### config.mk
export PLATFORM = sky130hd
export DESIGN_NAME = tff_count_ctrl
export DESIGN_NICKNAME = d
export VERILOG_FILES = /design/src/rtl/tff_pkg.sv /design/src/rtl/tff_bank.sv /design/src/rtl/tff_count_ctrl.sv
export SDC_FILE = /design/constraint.sdc
export NUM_CORES = 1
export LEC_CHECK = 0
export ABC_AREA = 1
export BUFFER_PORTS_ARGS = -buffer_cell sky130_fd_sc_hd__buf_2
export CAP_MARGIN = 40
export CORE_UTILIZATION = 39
export CTS_BUF_LIST = sky130_fd_sc_hd__clkbuf_2 sky130_fd_sc_hd__clkbuf_4 sky130_fd_sc_hd__clkbuf_8
export CTS_CLUSTER_DIAMETER = 40
export CTS_CLUSTER_SIZE = 24
export DETAILED_ROUTE_END_ITERATION = 7
export PLACE_DENSITY_LB_ADDON = 0.05
export SYNTH_ARGS = -nofsm -noshare
export SYNTH_HDL_FRONTEND = slang
export SYNTH_HIERARCHICAL = 1
export SYNTH_SLANG_ARGS = --single-unit
### constraint.sdc
create_clock -name CLK -period 1.6 [get_ports CLK]
set_clock_uncertainty 0.2 [all_clocks]
set_input_delay 0 -clock CLK [delete_from_list [all_inputs] [get_ports CLK]]
set_output_delay 0 -clock CLK [all_outputs]
set_load 0.01 [all_outputs]
### src/rtl/tff_pkg.sv
// Shared types and defaults for the toggle-flip-flop count controller.
package tff_pkg;

    localparam int TFF_WIDTH_DEF = 4;

    typedef enum logic [1:0] {
        IDLE = 2'd0,
        RUN  = 2'd1,
        DONE = 2'd2
    } tff_state_t;

endpackage

### src/rtl/tff_bank.sv
// WIDTH-bit bank of toggle flip-flops: each bit flips where T is set.
module tff_bank #(
    parameter int WIDTH = 4
) (
    input  logic             CLK,
    input  logic             RST,
    input  logic [WIDTH-1:0] T,
    output logic [WIDTH-1:0] Q
);

    logic [WIDTH-1:0] r_q;

    always_ff @(posedge CLK or posedge RST) begin
        if (RST) r_q <= '0;
        else     r_q <= r_q ^ T;
    end

    assign Q = r_q;

endmodule

### src/rtl/tff_count_ctrl.sv
// Command-driven counter built on a toggle bank; the FSM only chooses toggle vectors.
// Optional macro TFF_COUNT_CTRL_DOWN_EN adds a dir input for down counting.
module tff_count_ctrl
    import tff_pkg::*;
#(
    parameter int WIDTH = TFF_WIDTH_DEF
) (
    input  logic             CLK,
    input  logic             RST,
    input  logic             start,
    input  logic             stop,
    input  logic             clear,
    input  logic             load,
`ifdef TFF_COUNT_CTRL_DOWN_EN
    input  logic             dir,
`endif
    input  logic [WIDTH-1:0] load_val,
    input  logic [WIDTH-1:0] term_val,
    output logic [WIDTH-1:0] Q,
    output logic [WIDTH-1:0] T_out,
    output logic             busy,
    output logic             done
);

    tff_state_t       r_state, w_state_nxt;
    logic             r_done, w_done_nxt;
    logic [WIDTH-1:0] w_step, w_t;
    logic             w_down;

`ifdef TFF_COUNT_CTRL_DOWN_EN
    assign w_down = dir;
`else
    assign w_down = 1'b0;
`endif

    // Ripple-carry toggle pattern: bit i flips when all lower bits are 1 (up) or 0 (down).
    always_comb begin
        logic carry;
        carry  = 1'b1;
        w_step = '0;
        for (int i = 0; i < WIDTH; i++) begin
            w_step[i] = carry;
            carry     = carry & (w_down ? ~Q[i] : Q[i]);
        end
    end

    always_comb begin
        w_state_nxt = r_state;
        w_done_nxt  = 1'b0;
        w_t         = '0;
        if (clear) begin
            w_t         = Q;
            w_state_nxt = IDLE;
        end else if (load) begin
            w_t         = Q ^ load_val;
            w_state_nxt = IDLE;
        end else begin
            case (r_state)
                IDLE: if (start && !stop) w_state_nxt = RUN;
                RUN: begin
                    if (stop) begin
                        w_state_nxt = IDLE;
                    end else if (Q == term_val) begin
                        w_state_nxt = DONE;
                        w_done_nxt  = 1'b1;
                    end else begin
                        w_t = w_step;
                    end
                end
                DONE: begin
                    if (stop) begin
                        w_state_nxt = IDLE;
                    end else if (start) begin
                        w_t         = Q;
                        w_state_nxt = RUN;
                    end
                end
                default: w_state_nxt = IDLE;
            endcase
        end
    end

    always_ff @(posedge CLK or posedge RST) begin
        if (RST) begin
            r_state <= IDLE;
            r_done  <= 1'b0;
        end else begin
            r_state <= w_state_nxt;
            r_done  <= w_done_nxt;
        end
    end

    // Commands seen during reset must not show up on the toggle vector.
    assign T_out = RST ? '0 : w_t;
    assign busy  = (r_state == RUN);
    assign done  = r_done;

    tff_bank #(.WIDTH(WIDTH)) u_bank (
        .CLK (CLK),
        .RST (RST),
        .T   (T_out),
        .Q   (Q)
    );

endmodule

==> results of run 1 <==
-- repair_timing --
| item | CTS | global route |
|---|---|---|
| hold buffers | 4 | 0 |
| setup buffers | 6 | 2 |
| resized for setup | 9 | 3 |
| setup endpoints to repair | 10 | 10 |
| cloned | 0 | 0 |
| pin swaps | 8 | 8 |
| endpoints found under the hold margin | 9 | 0 |
-- power by group through the flow --
stage	clock (mW)	sequential (mW)	combinational [mW]
floorplan	0	0.351	0.309
global placement	0	0.286	0.674
detailed placement	0	0.289	0.688
CTS	0.188	0.286	0.733
global route	0.197	0.295	0.855
finish	0.181	0.288	0.761
-- logic make-up (layout without fill, tap and decap cells) --
kind of cell | after synthesis | count (layout) | synth area share, %
DFF | 7 | 7 | 25.3
and+or+nand+nor | 59 | 59 | 35.4
adders and majority gates | 4 | 4 | 7.23
xor gates and xnor gates | 4 | 4 | 5.06
buffers and inverters | 29 | 79 | 15.7
AOI/OAI and AO/OA | 14 | 14 | 11.2
-- stage by stage --
stage,hold slack [ps],cells
after detailed placement,-283,167
final,21.9,183
after global placement,-284,167
after floorplan,-434,117
after CTS,-88.9,181
after global routing,38.1,183
-- flip-flops by register name (all words and copies together), names as in the netlist --
signal    flops
u_bank/Q      4
done          1
r_state       2
-- cells in the final DEF, fill, tap and decap left out, types with 2 or more instances in the layout --
master	instances
nand2_4	2
a21oi_2	5
ha_1	2
buf_2	23
a21oi_1	3
dlygate4sd3_1	4
nor2_1	2
nor2_4	2
buf_4	19
dfrtp_1	6
o21ai_2	2
ha_4	2
inv_2	9
nor2_2	2
clkbuf_4	4
xor2_1	4
inv_1	19
nand2_1	46
-- worst max-delay path, cell delays in order (launching register included) --
cell and delay [ps]:
dfrtp_2 450, inv_2 100, ha_4 130, inv_2 40, nor2_4 130, nand2_4 80
o21ai_2 100, nand2_1 70, a21oi_2 170, buf_2 150
-- final cells by class --
cell class | instances | share of cell area (%)
Tap cell | 16 | 1.76
Multi-Input combinational cell | 81 | 43.6
Clock buffer | 4 | 2.64
Timing Repair Buffer | 47 | 27.2
Inverter | 28 | 9.25
Sequential cell | 7 | 15.5
-- metal layers --
| metal | up-vias | track usage [%] | share of wire (%) |
|---|---|---|---|
| met5 | - | 0 | 0 |
| met4 | 0 | 10.9 | 0.99 |
| met3 | 2 | 2.45 | 3.5 |
| met2 | 30 | 37.9 | 51 |
| met1 | 359 | 25.6 | 44 |
| li1 | 447 | - | - |
-- path summary, 6_finish.rpt --
check | start | to | slack, ps | depth (start not counted)
hold reg to reg | u_bank/Q[2] | u_bank/Q[2] | 470 | 3
min in group CLK | stop | done | 50 | 5
hold / removal | RST | r_state[0] | 20 | 3
setup reg to reg | r_state[1] | u_bank/Q[3] | -180 | 12
max in group asynchronous | RST | u_bank/Q[1] | 460 | 4
setup / recovery | r_state[1] | T_out[2] | -280 | 9
==> summary.txt, run 1 <==
Synthesis
  – Seq/Total Area, Yosys: 25.3%
  – Post-synth top cells: nand2_1 (46), inv_1 (25), a21oi_1 (8)
  – EDFF count, synth: 0
  – Yosys warning count: 6
  – Top cells by area, synth: dfrtp_1 (25%), nand2_1 (25%), inv_1 (14%)
  – Synthesized area: 692 sq um
  – Average size of a mapped cell: 5.91 sq um
  – Async S/R FF share, synth: 100%
  – Syn nets: 135
  – Mapped Cells: 117
  – Synth top area share: 25.3%
  – Synth area leader: dfrtp_1
  – Synth Flop Type: dfrtp_1
  – Count leader, synth: nand2_1
  – Flops & latches, synth: 7
  – Post-synth cell types: 19

Placement
  – Post-DP HPWL: 1.33 mm
  – IO buf count: 23
  – Placement Cell Area: 965 sq um
  – Pre-CTS WS: -154 ps
  – Routability congestion estimate: 0.752

Setup path
  – Worst path arrival time: 1680 ps
  – CP Capture Type: output pin
  – Max Fanout on Critical Path: 4
  – Setup CP Type: flip-flop to output pin
  – Setup crit start kind: flip-flop
  – Worst EP required: 1400 ps

Die
  – Die H: 44.1 microns
  – Starting Density: 43.9%
  – # IOs: 24
  – DIE AREA: 1950 sq um
  – Die width: 44.1 microns
  – Core Rows: 14
  – Core area: 1580 sq um

Routing
  – Drt total wl: 1.93 mm
  – ANT nets after route: 0
  – Routed wire length per instance: 10.5 microns
  – Vias per std cell: 4.58
  – Residual DRC: 0
  – Routed vias: 838
  – 1st-iter DRT viols: 18
  – DRT Pass-1 Iters: 6

STA
  – Final setup fails: 10
  – Minimum clock period: 1880 ps
  – Slew Viols, Final: 0
  – Setup TNS after final layout: -1720 ps
  – Final hold vios: 0
  – Fin crit share: 117%
  – RSZ-0062 raised after global routing: true
  – Slew HR: 71.6%
  – Measured slew at the worst slew-check pin: 422 ps
  – Fmax: 533 MHz
  – Post-route setup slack: -276 ps

GRT
  – Global route overflow: 0
  – Gr usage total: 21.5%
  – Largest net degree at the start of global routing: 10
  – Vias in the first global route: 775
  – Antenna violations before repair: 0
  – First-pass GRT wire length: 3.06 mm

Pwr
  – NetSw: 521 uW
  – Overall power: 1.23 mW
  – Logic gate share of total power: 61.9%
  – Power per Cell Area: 1080 nW/um^2
  – Static Leak: 0.656 nW
  – Worst VDD drop: 754 uV
  – Net Sw Frac: 42.4%
  – Int Pwr: 708 uW
  – Clock Power Share: 14.7%
  – Seq pwr share: 23.4%

Clocking
  – CTS sink count: 7
  – CTS buffer count: 3
  – Clk buf depth: 2
  – H-tree levels: 1
  – Clk Tree Root Cell: clkbuf_4
  – Worst skew pair latency: 250 ps
  – Clk slew on worst S/H paths: 60 ps
  – TritonCTS clock tree: yes

Finish
  – Area of the multi-input gates: 495 sq um
  – Reg area: 176 sq um
  – Layout overhead on the synthesized area: 64.2%
  – Final #Nets: 186
  – Final core utilization: 72.1%
  – N_diodes: 0
  – Share of layout cells above drive strength 1: 44.9%
  – Post-route cell area: 1140 sq um
  – Fillers: 133

Status
  – Failing checks: negative setup slack
  – Run status: finished with violations

Flow run
  – Max_cap viols: 0

Hold path
  – Hold Crit Class: primary input to async pin
(Power assumes the default switching activity.)
==> run 2, diff against run 1 <==
--- a/config.mk
+++ b/config.mk
@@ -13,6 +13,7 @@
 export CTS_CLUSTER_DIAMETER = 40
 export CTS_CLUSTER_SIZE = 24
 export DETAILED_ROUTE_END_ITERATION = 7
+export MAX_ROUTING_LAYER = met4
 export PLACE_DENSITY_LB_ADDON = 0.05
 export SYNTH_ARGS = -nofsm -noshare
 export SYNTH_HDL_FRONTEND = slang
==> summary.txt, run 2 (synthesis results as in run 1) <==
Setup path
  – Setup crit start kind: flip-flop (unchanged)
  – Worst path arrival time: 1680 ps (about the same)
  – Cell mode on critical path: inv_2 (unchanged)
  – CP cell instances: inv_2, ha_4, inv_2, nor2_4, nand2_4, o21ai_2, nand2_1, a21oi_2, buf_2 (unchanged)
  – Crit-path slowest cell: dfrtp_2 (unchanged)
  – Worst EP required: 1400 ps (about the same)
  – Sum of buffers and inverters on the critical path: 3 (unchanged)
  – CP peak stage delay: 450 ps (about the same)
  – Reg-to-reg slack, setup: -180 ps (about the same)
  – Terminus of the critical flop-to-flop path: u_bank/Q[3] (unchanged)
  – Top Family by Delay on Critical Path: flip-flops (unchanged)
  – Setup CP Type: flip-flop to output pin (unchanged)
  – CP Capture Type: output pin (unchanged)
  – Critical R2R Launch: r_state[1] (unchanged)
  – R2R depth: 12 (unchanged)
  – Max Fanout on Critical Path: 4 (unchanged)

Die
  – # IOs: 24 (unchanged)
  – Core Rows: 14 (unchanged)
  – DIE AREA: 1950 sq um (unchanged)
  – Die H: 44.1 microns (unchanged)
  – Die width: 44.1 microns (unchanged)
  – Core area: 1580 sq um (unchanged)
  – Starting Density: 43.9% (unchanged)

Status
  – Failing checks: negative setup slack (unchanged)
  – Run status: finished with violations (unchanged)

Finish
  – Share of layout cells above drive strength 1: 44.9% (unchanged)
  – Post-route cell area: 1140 sq um (unchanged)
  – N_diodes: 0 (unchanged)
  – Final core utilization: 72.1% (unchanged)
  – Largest register FFs: 4 (unchanged)
  – Most frequent cells in the layout: nand2_1 (46), buf_2 (23), inv_1 (19), buf_4 (19), inv_2 (9) (unchanged)
  – Fillers: 133 (unchanged)
  – Final #Nets: 186 (unchanged)
  – Layout overhead on the synthesized area: 64.2% (unchanged)
  – Commonest non-fill, non-tap cell in the layout: nand2_1 (unchanged)
  – Area of the multi-input gates: 495 sq um (unchanged)
  – Reg area: 176 sq um (unchanged)

Clocking
  – Clk Tree Root Cell: clkbuf_4 (unchanged)
  – H-tree levels: 1 (unchanged)
  – TritonCTS clock tree: yes (unchanged)
  – Worst skew pair latency: 250 ps (about the same)
  – CTS buffer count: 3 (unchanged)
  – Clk slew on worst S/H paths: 60 ps (about the same)
  – Clk buf depth: 2 (unchanged)
  – CTS sink count: 7 (unchanged)

STA
  – Fmax: 533 MHz (about the same)
  – Measured slew at the worst slew-check pin: 422 ps (unchanged)
  – Slew Viols, Final: 0 (unchanged)
  – Minimum clock period: 1880 ps (about the same)
  – Slew HR: 71.6% (unchanged)
  – Final hold vios: 0 (unchanged)
  – Final setup fails: 10 (unchanged)
  – Fin crit share: 117% (about the same)
  – Post-route setup slack: -276 ps (about the same)
  – RSZ-0062 raised after global routing: true (unchanged)

GRT
  – Global route overflow: 0 (unchanged)
  – Largest net degree at the start of global routing: 10 (unchanged)
  – Antenna violations before repair: 0 (unchanged)
  – Gr usage total: 22.2% (was 21.5%)
  – First-pass GRT wire length: 3.07 mm (was 3.06 mm)
  – Vias in the first global route: 771 (was 775)

Pwr
  – Overall power: 1.23 mW (about the same)
  – Worst VDD drop: 754 uV (about the same)
  – Power per Cell Area: 1080 nW/um^2 (about the same)
  – Static Leak: 0.656 nW (unchanged)

Placement
  – Placement Cell Area: 965 sq um (unchanged)
  – Post-DP HPWL: 1.33 mm (unchanged)
  – IO buf count: 23 (unchanged)
  – Pre-CTS WS: -154 ps (unchanged)
  – Routability congestion estimate: 0.762 (was 0.752)

Routing
  – Vias per std cell: 4.57 (was 4.58)
  – ANT nets after route: 0 (unchanged)
  – Top sig layer: met4 (unchanged)
  – Metal3 WL: 51 microns (was 68 microns)
  – Residual DRC: 0 (unchanged)
  – Routed wire length per instance: 10.6 microns (was 10.5 microns)
  – Met2 WL: 993 microns (was 986 microns)
  – DRT Pass-1 Iters: 6 (unchanged)
  – Routed vias: 837 (was 838)
  – Routed metal-1 wirelength: 869 microns (was 853 microns)
  – Drt total wl: 1.93 mm (about the same)
  – 1st-iter DRT viols: 17 (was 18)

Hold path
  – Hold Crit Class: primary input to async pin (unchanged)

Flow run
  – Max_cap viols: 0 (unchanged)
run 2: cell counts in the layout (fill, tap and decap cells not counted):
No cell type changed its count.
run 2: area by class of cell:
cell class	count	area share (%)
inverter	28	9.25
sequential	7	15.5
timing repair buffer	47	27.2
clock buffer	4	2.64
multi-input combinational	81	43.6
tap	16	1.76
run 2: where the power goes:
group          internal, mW  total [mW]  switching (mW)
Clock                 0.112       0.181          0.0685
Sequential            0.230       0.288          0.0586
Combinational         0.367       0.761           0.394
Total                 0.708        1.23           0.521
run 2: timing repair:
| action | CTS | global route |
|---|---|---|
| resized for setup | 9 | 3 |
| endpoints found under the setup margin | 10 | 10 |
| hold endpoints to repair | 9 | 0 |
| buffers inserted | 6 | 2 |
| pin swaps | 8 | 8 |
| hold buffers | 4 | 0 |
run 2: worst max path at each step:
| stage | end | cells past startpoint | slack (ps) | startpoint |
|---|---|---|---|---|
| finish | T_out[2] | 9 | -280 | r_state[1] |
| global route | T_out[2] | 9 | -400 | r_state[1] |
| CTS | T_out[1] | 9 | -300 | r_state[1] |
| detailed placement | u_bank/Q[2] | 11 | -150 | r_state[0] |
| global placement | u_bank/Q[2] | 11 | -110 | r_state[0] |
| floorplan | u_bank/Q[1] | 12 | -130 | u_bank/Q[0] |
run 2: worst min-delay path, stage by stage:
cell and delay [ps]:
dlygate4sd3_1 540, buf_2 130, inv_1 190
run 2: routing by layer:
layer	vias to the layer above	GRT usage, %
met5	-	-
met4	0	10.9
met3	2	2.45
li1	447	-
met1	361	25.6
met2	27	37.9
run 2: stage by stage:
stage,hold slack (ps),setup TNS (ps),cells
after floorplan,-434,-409,117
after detailed placement,-283,-733,167
after global routing,38.1,-2700,183
after CTS,-88.9,-1960,181
final,22.0,-1720,183
after global placement,-284,-411,167
==> run 3, diff against run 2 <==
==> constraint.sdc (replaced) <==
create_clock -name CLK -period 2.4 [get_ports CLK]
set_clock_uncertainty 0.2 [all_clocks]
set_input_delay 0 -clock CLK [delete_from_list [all_inputs] [get_ports CLK]]
set_output_delay 0 -clock CLK [all_outputs]
set_load 0.01 [all_outputs]
==> summary.txt, run 3 (synthesis results as in run 1) <==
STA
  – Measured slew at the worst slew-check pin: 319 ps (was 422 ps)
  – RSZ-0062 raised after global routing: false (was true)
  – Final setup fails: 0 (was 10)
  – Fmax: 454 MHz
  – Slew HR: 78.7% (was 71.6%)
  – Fin crit share: 91.8%
  – Slew Viols, Final: 0 (unchanged)
  – Setup TNS after final layout: 0 ps (was -1720 ps)
  – Post-route setup slack: 196 ps (was -276 ps)
  – Minimum clock period: 2200 ps
  – Final hold vios: 0 (unchanged)

Finish
  – Most frequent cells in the layout: nand2_1 (46), inv_1 (25), buf_2 (23) (was nand2_1 (46), buf_2 (23), inv_1 (19), buf_4 (19), inv_2 (9))
  – Commonest non-fill, non-tap cell in the layout: nand2_1 (unchanged)
  – Layout overhead on the synthesized area: 35.6% (was 64.2%)
  – Final core utilization: 59.5% (was 72.1%)
  – N_diodes: 0 (unchanged)
  – Final #Nets: 170 (was 186)
  – Largest register FFs: 4 (unchanged)
  – Share of layout cells above drive strength 1: 23.8% (was 44.9%)

GRT
  – First-pass GRT wire length: 2.69 mm (was 3.07 mm)
  – Vias in the first global route: 691 (was 771)
  – Largest net degree at the start of global routing: 10 (unchanged)
  – Gr usage total: 20.0% (was 22.2%)
  – Global route overflow: 0 (unchanged)
  – Antenna violations before repair: 0 (unchanged)

Setup path
  – CP cell instances: inv_1, ha_1, inv_1, nor2_1, nand2_4, o21ai_0, nand2_1, a21oi_1, buf_2 (was inv_2, ha_4, inv_2, nor2_4, nand2_4, o21ai_2, nand2_1, a21oi_2, buf_2)
  – Max Fanout on Critical Path: 5 (was 4)
  – Crit-path slowest cell: dfrtp_1 (was dfrtp_2)
  – CP peak stage delay: 420 ps (was 450 ps)
  – CP Capture Type: output pin (unchanged)
  – Cell mode on critical path: inv_1 (was inv_2)
  – Worst EP required: 2200 ps (was 1400 ps)
  – Setup crit start kind: flip-flop (unchanged)
  – Setup CP Type: flip-flop to output pin (unchanged)
  – Worst path arrival time: 2000 ps (was 1680 ps)

Routing
  – Vias per std cell: 4.56 (was 4.57)
  – DRT Pass-1 Iters: 6 (unchanged)
  – 1st-iter DRT viols: 12 (was 17)
  – Routed wire length per instance: 9.85 microns (was 10.6 microns)
  – Drt total wl: 1.65 mm (was 1.93 mm)
  – Routed vias: 762 (was 837)
  – ANT nets after route: 0 (unchanged)
  – Residual DRC: 0 (unchanged)

Pwr
  – Static Leak: 0.563 nW (was 0.656 nW)
  – NetSw: 290 uW (was 521 uW)
  – Int Pwr: 363 uW (was 708 uW)
  – Seq pwr share: 35.0% (was 23.4%)
  – Net Sw Frac: 44.4% (was 42.4%)
  – Clock Power Share: 17.7% (was 14.7%)
  – Worst VDD drop: 405 uV (was 754 uV)
  – Power per Cell Area: 695 nW/um^2 (was 1080 nW/um^2)
  – Logic gate share of total power: 47.4% (was 61.9%)

Die
  – Core area: 1580 sq um (unchanged)
  – DIE AREA: 1950 sq um (unchanged)
  – Die width: 44.1 microns (unchanged)
  – Core Rows: 14 (unchanged)
  – Starting Density: 43.9% (unchanged)
  – Die H: 44.1 microns (unchanged)
  – # IOs: 24 (unchanged)

Status
  – Run status: finished clean (was finished with violations)

Clocking
  – # Post-CTS Setup Buffers: 0 (was 6)
  – Clk Tree Root Cell: clkbuf_4 (unchanged)
  – Worst skew pair latency: 250 ps (about the same)
  – TritonCTS clock tree: yes (unchanged)
  – Clk slew on worst S/H paths: 50 ps (was 60 ps)
  – Clk buf depth: 2 (unchanged)
  – CTS sink count: 7 (unchanged)
  – CTS buffer count: 3 (unchanged)
  – H-tree levels: 1 (unchanged)

Placement
  – Post-DP HPWL: 1.18 mm (was 1.33 mm)
  – IO buf count: 23 (unchanged)
  – Routability congestion estimate: 0.758 (was 0.762)
  – Pre-CTS WS: 396 ps (was -154 ps)

Hold path
  – Hold Crit Class: primary input to async pin (unchanged)

Flow run
  – Max_cap viols: 0 (unchanged)
## run 3: cell types whose count changed in the layout (fill, tap and decap cells not counted), sizes merged
cell	change
buf	-20
dlygate4sd3	+4
## run 3: per-stage QoR
step	hold WS [ps]	area [sq um]	total power, mW	std cells
final	32.3	938	0.652	167
after global routing	43.3	938	0.731	167
after CTS	25.4	933	0.661	167
after detailed placement	-284	823	0.526	155
after global placement	-286	823	0.522	155
after floorplan	-434	692	0.429	117
## run 3: path summary, 6_finish.rpt
| path | start | cells past startpoint | slack (ps) | to |
|---|---|---|---|---|
| setup reg to reg | r_state[1] | 7 | 310 | done |
| setup / recovery | r_state[1] | 9 | 200 | T_out[2] |
| hold reg to reg | u_bank/Q[3] | 2 | 400 | u_bank/Q[3] |
| min in group CLK | clear | 6 | 50 | u_bank/Q[1] |
| hold / removal | RST | 3 | 30 | done |
| max in group asynchronous | RST | 4 | 1270 | u_bank/Q[0] |
## run 3: power by group through the flow
stage	Combinational, mW	Sequential, mW	Clock [mW]
detailed placement	0.295	0.232	0
CTS	0.312	0.229	0.121
finish	0.309	0.228	0.115
global route	0.359	0.241	0.131
floorplan	0.196	0.234	0
global placement	0.293	0.230	0
## run 3: worst max-delay path, delay by kind of cell, from the launching register on
kind	cells	cell delay [ps]
AOI/OAI and AO/OA	2	420
buffers and inverters	3	310
DFF	1	420
and+or+nand+nor	3	440
adders and majority gates	1	150
## run 3: final cells by class
cell class | instances | area (sq um)
fill | 160 | 638
timing repair buffer | 31 | 195
multi-input combinational | 81 | 413
tap | 16 | 20.0
clock buffer | 4 | 30.0
sequential | 7 | 175
inverter | 28 | 105
## run 3: layer usage
| layer | track usage (%) | part of all wire (%) | vias to the layer above |
|---|---|---|---|
| li1 | - | - | 410 |
| met1 | 22.4 | 49 | 324 |
| met2 | 31.8 | 46 | 24 |
| met3 | 5.71 | 4.1 | 4 |
| met4 | 11.5 | 1.5 | 0 |
| met5 | - | 0 | - |
## run 3: timing repair
action	in CTS	in global routing
endpoints found under the setup margin	0	1
gates resized for setup	0	1
hold buffers	8	0
endpoints found under the hold margin	9	0
